<file path="src/rtl/fetch_unit.sv">
// rtl/fetch_unit.sv - instruction-fetch stage: program counter, branch apply, start/done handshake
//
// Purpose: holds the program counter, addresses instruction memory and hands the
// current instruction (opcode and type-select fields split out) to the decoder.
// Runs IDLE -> RUN -> DONE under a level start input; HALT ends a program.
//
// Ports:
//   clk          system clock, rising edge
//   reset        asynchronous active-high reset
//   start        level; begin execution at prog_base (ignored while running)
//   prog_base    first instruction address of the program
//   branch       decoder Branch for the current instruction
//   cond         ALU branch condition for the current instruction (1 = take)
//   target       absolute branch target
//   imem_addr    instruction memory address (= pc)
//   imem_data    instruction memory read data (combinational)
//   instr        instruction presented downstream (NOP outside RUN)
//   instr_op     instr[8:6]
//   instr_type   instr[2:0]
//   running      high while in RUN
//   done         high while in DONE
//   cycle_count  RUN cycles in the current or most recent program (saturating)
module fetch_unit #(
  parameter int PCW  = 10,
  parameter int IW   = 9,
  parameter int CNTW = 16
) (
  input  logic            clk,
  input  logic            reset,
  input  logic            start,
  input  logic [PCW-1:0]  prog_base,
  input  logic            branch,
  input  logic            cond,
  input  logic [PCW-1:0]  target,
  output logic [PCW-1:0]  imem_addr,
  input  logic [IW-1:0]   imem_data,
  output logic [IW-1:0]   instr,
  output logic [2:0]      instr_op,
  output logic [2:0]      instr_type,
  output logic            running,
  output logic            done,
  output logic [CNTW-1:0] cycle_count
);

  localparam logic [IW-1:0] NOP  = IW'(9'b111_000_000);
  localparam logic [IW-1:0] HALT = IW'(9'b111_111_111);

  typedef enum logic [1:0] {
    IDLE = 2'd0,
    RUN  = 2'd1,
    DONE = 2'd2
  } state_t;

  state_t          state_q, state_d;
  logic [PCW-1:0]  pc_q, pc_d;
  logic [CNTW-1:0] cnt_q, cnt_d;
  logic            is_halt;

  always_ff @(posedge clk or posedge reset) begin
    if (reset) begin
      state_q <= IDLE;
      pc_q    <= '0;
      cnt_q   <= '0;
    end else begin
      state_q <= state_d;
      pc_q    <= pc_d;
      cnt_q   <= cnt_d;
    end
  end

  assign is_halt = (imem_data == HALT);

  always_comb begin
    state_d = state_q;
    pc_d    = pc_q;
    cnt_d   = cnt_q;
    case (state_q)
      IDLE, DONE: begin
        if (start) begin
          state_d = RUN;
          pc_d    = prog_base;
          cnt_d   = '0;
        end
      end
      RUN: begin
        // HALT cycle still counts; saturate rather than wrap the counter
        cnt_d = (cnt_q == '1) ? cnt_q : cnt_q + CNTW'(1);
        if (is_halt) begin
          state_d = DONE;
        end else if (branch && cond) begin
          pc_d = target;
        end else begin
          pc_d = pc_q + PCW'(1);
        end
      end
      default: begin
        state_d = IDLE;
      end
    endcase
  end

  // NOP outside RUN keeps the decoder from writing registers or memory
  assign instr       = (state_q == RUN) ? imem_data : NOP;
  assign instr_op    = instr[IW-1:IW-3];
  assign instr_type  = instr[2:0];
  assign imem_addr   = pc_q;
  assign running     = (state_q == RUN);
  assign done        = (state_q == DONE);
  assign cycle_count = cnt_q;

endmodule

</file>
<file path="config.mk">
export PLATFORM = sky130hd
export DESIGN_NAME = fetch_unit
export DESIGN_NICKNAME = d
export VERILOG_FILES = /design/src/rtl/fetch_unit.sv
export SDC_FILE = /design/constraint.sdc
export NUM_CORES = 1
export LEC_CHECK = 0
export ABC_AREA = 1
export CAP_MARGIN = 0
export CORE_MARGIN = 5
export CORE_UTILIZATION = 45
export DETAILED_ROUTE_END_ITERATION = 10
export GPL_ROUTABILITY_DRIVEN = 0
export PLACE_DENSITY = 0.89
export SLEW_MARGIN = 0
export SYNTH_ARGS = -nofsm -noshare
export SYNTH_HDL_FRONTEND = slang
export SYNTH_SLANG_ARGS = --single-unit
</file>
<file path="constraint.sdc">
create_clock -name clk -period 2.2 [get_ports clk]
set_clock_uncertainty 0.2 [all_clocks]
set_input_delay 0.22 -clock clk [delete_from_list [all_inputs] [get_ports clk]]
set_output_delay 0.22 -clock clk [all_outputs]
set_load 0.005 [all_outputs]
</file>
==> impl_results.md <==
* Status: finished, final reports clean
* Critical path arrival at 1.68 ns
* Switch share at 0.397
* Sequential share of the synthesized area at 0.339
* Total congestion overflow at 0
* Routed vias at 2,373
* Antenna Violating Nets Remaining at 0
* DRT Wirelength at 5880 microns
* Diodes inserted at 0
* FF+latch count, synth at 28
* Worst-path fanout max at 9
* Pwr/cell area at 952 nW/um^2
* DRC at 0
* Die area at 6050 sq um
* HPWL Detailed at 4440 microns
* Crit Reg-Reg Startpoint: cycle_count[1]
* Top Ports at 77
* PortBufs at 76
* Mapped Area at 2070 sq um
* Net Sw Power at 1110 uW
* Vias in the first global route at 2,113
* Clock buffer depth at 2
* Hold Fails Final Rpt at 0
* Finished Layout Cells at 451
* Worst setup SP type: flip-flop
* Actual slew at the worst max-slew pin at 0.469 ns
* WHS at 0.0932 ns
* Placed cells at 444
* Post-cts sizing count at 0
* Seq pwr share at 0.336
* Synth async-reset ratio at 1.00
* Clock transition at path regs at 0.10 ns
* First-pass GRT wire length at 9510 microns
* Final worst slack at 0.0960 ns
* Crit Path Class: flip-flop to primary output
* Distinct cells, synth at 29
* Slowest CP cell: clkdlybuf4s50_1
* Die height at 77.8 microns
* Avg Cell Area, Syn at 6.40 sq um
* Crit path cell chain: inv_2, nor2_4, inv_2, or2_2, clkdlybuf4s50_1
* Worst EP required at 1.78 ns
* First drt pass iteration count at 5
* Int Pwr at 1690 uW
* Worst min-delay path class: input pin to async pin
* Worst slack, placed at 0.252 ns
* Vias per cell at 5.26
* Critical path origin: state_q[0]
* P_leak at 0.00138 uW
* Total Power at 2810 uW
* # setup viols final at 0
* Pin count of the biggest net entering global routing at 29
* Crit path buffers/inverters at 3
* Initial core utilization at 0.468
* Area fraction in compound gates after synthesis at 0.0975
* Comb pwr share at 0.519
* Initial antenna violation count at 0
* Clk_lat worst skew at 0.28 ns
* Adder-Cell Fraction of Synth Area at 0.0121
* Final #Nets at 436
* Core Footprint at 4410 sq um
* Fmax achieved at 475 MHz
* Max_cap viols at 0
* CTS Root Cell: clkbuf_8
* Critical Path Sink Type: primary output
* P&R area growth vs syn at 42.6%
* CTS buffer count at 3
* Syn nets at 359
* Largest family of logic cells by synthesized area: simple AND/OR/NAND/NOR gates
* Postcts setup bufs at 0
* Die Span X at 77.8 microns
* Hold-fix buffers at CTS at 0
* Cell family with most CP delay: buffers and inverters
* Wire per inst at 13.0 microns
* Post-synth EDFFs at 0
* Crit path time final at 2.10 ns
* CTS H-Tree Depth at 1
* Synthesis Warnings at 0
* Rows at 24
* Most frequent cells in the layout: 98 x nand2_1, 76 x clkdlybuf4s50_1, 57 x nor2_1, 37 x inv_1, 29 x nand3_1
* TritonCTS clock tree: done
* Simple-Gate Fraction of Synth Area at 0.425
* Overall Global Routing Usage at 0.181
* Pins Over Slew Limit at 0
* Xor/xnor cell area share of the yosys netlist at 0.0127
* Filler Cell Count at 379
* Clock share of power at 0.144
* Clock sink count at 28
* Ratio of cells with drive above 1 in the final layout at 0.0802
* Final Cycle Share at 0.956
* Post-synthesis mux area share at 0
* Critical Path Max Stage Delay at 0.45 ns
* Peak supply drop at 639 uV
* Most used cell, CP: inv_2
* Commonest non-fill, non-tap cell in the layout: nand2_1
* Initial DRC Count at 201
* Synth Instances at 323
* Slew margin rel. at 0.686
* Top_reg_cell synth: dfrtp_1
==> routing by layer <==
layer	up-vias	track usage	wire [microns]
met3	10	0.0162	484
met2	111	0.331	2920
met1	1095	0.227	2410
met5	-	0	0
met4	0	0.0481	69
li1	1157	-	-
==> area by class of cell <==
cell class	count	area [sq um]	share of cell area
clock buffers	3	41.3	0.0140
clock inverters	1	30.0	0.0102
inverters	40	150	0.0510
multi-input cells	242	1130	0.384
flip-flops and latches	28	701	0.238
well taps	52	65.1	0.0221
repair buffers	85	828	0.281
==> path summary, 6_finish.rpt <==
kind | end | slack, ns | cells past startpoint
setup / recovery | instr[7] | 0.1 | 5
hold / removal | cycle_count[1] | 0.09 | 3
setup reg to reg | cycle_count[13] | 0.24 | 6
hold reg to reg | state_q[1] | 0.31 | 1
max in group asynchronous | imem_addr[7] | 1.44 | 3
min in group clk | state_q[1] | 0.31 | 1
==> worst register-to-register path, delay by kind of cell (launching register included) <==
| kind | cells | cell delay (ns) |
|---|---|---|
| AO/OA/AOI/OAI | 2 | 0.59 |
| flip-flops | 1 | 0.44 |
| AND/OR/NAND/NOR | 3 | 0.36 |
| adder cells (fa/ha/maj) | 1 | 0.24 |
==> power by group through the flow <==
stage	clock network (uW)	logic [uW]	registers (uW)
2_1_floorplan	0	772	910
3_3_place_gp	0	1390	938
3_5_place_dp	0	1440	942
4_1_cts	411	1450	934
5_1_grt	425	1630	975
6_report	405	1460	944
==> registers in the layout, indices dropped and copies added, names as in the netlist <==
name,count
cycle_count,16
imem_addr,10
state_q,2
==> metrics by stage <==
step	utilization	instance area (sq um)	setup TNS (ns)
3_3_place_gp	0.646	2850	0
2_1_floorplan	-	2070	0
5_1_grt	0.668	2950	-0.00181
3_5_place_dp	0.646	2850	0
6_report	0.668	2950	0
4_1_cts	0.662	2920	0
==> synthesized netlist by cell type, drive strengths merged (3+ instances only) <==
cell type	instances	share of area
inv	40	0.073
buf	11	0.037
nand3	30	0.079
nor2	61	0.12
a21oi	3	0.0073
o21ai	25	0.071
xor2	3	0.013
nand2	101	0.19
or2	3	0.0091
nand4	5	0.015
dfrtp	28	0.34
==> kinds of logic (layout without fill, tap and decap cells) <==
group	count (synthesis)	in the layout
and+or+nand+nor	204	204
adders and majority gates	2	2
xor gates and xnor gates	3	3
buffers and inverters	53	129
DFF	28	28
AOI/OAI and AO/OA	33	33
No activity file was read; power rests on OpenSTA's default activity.
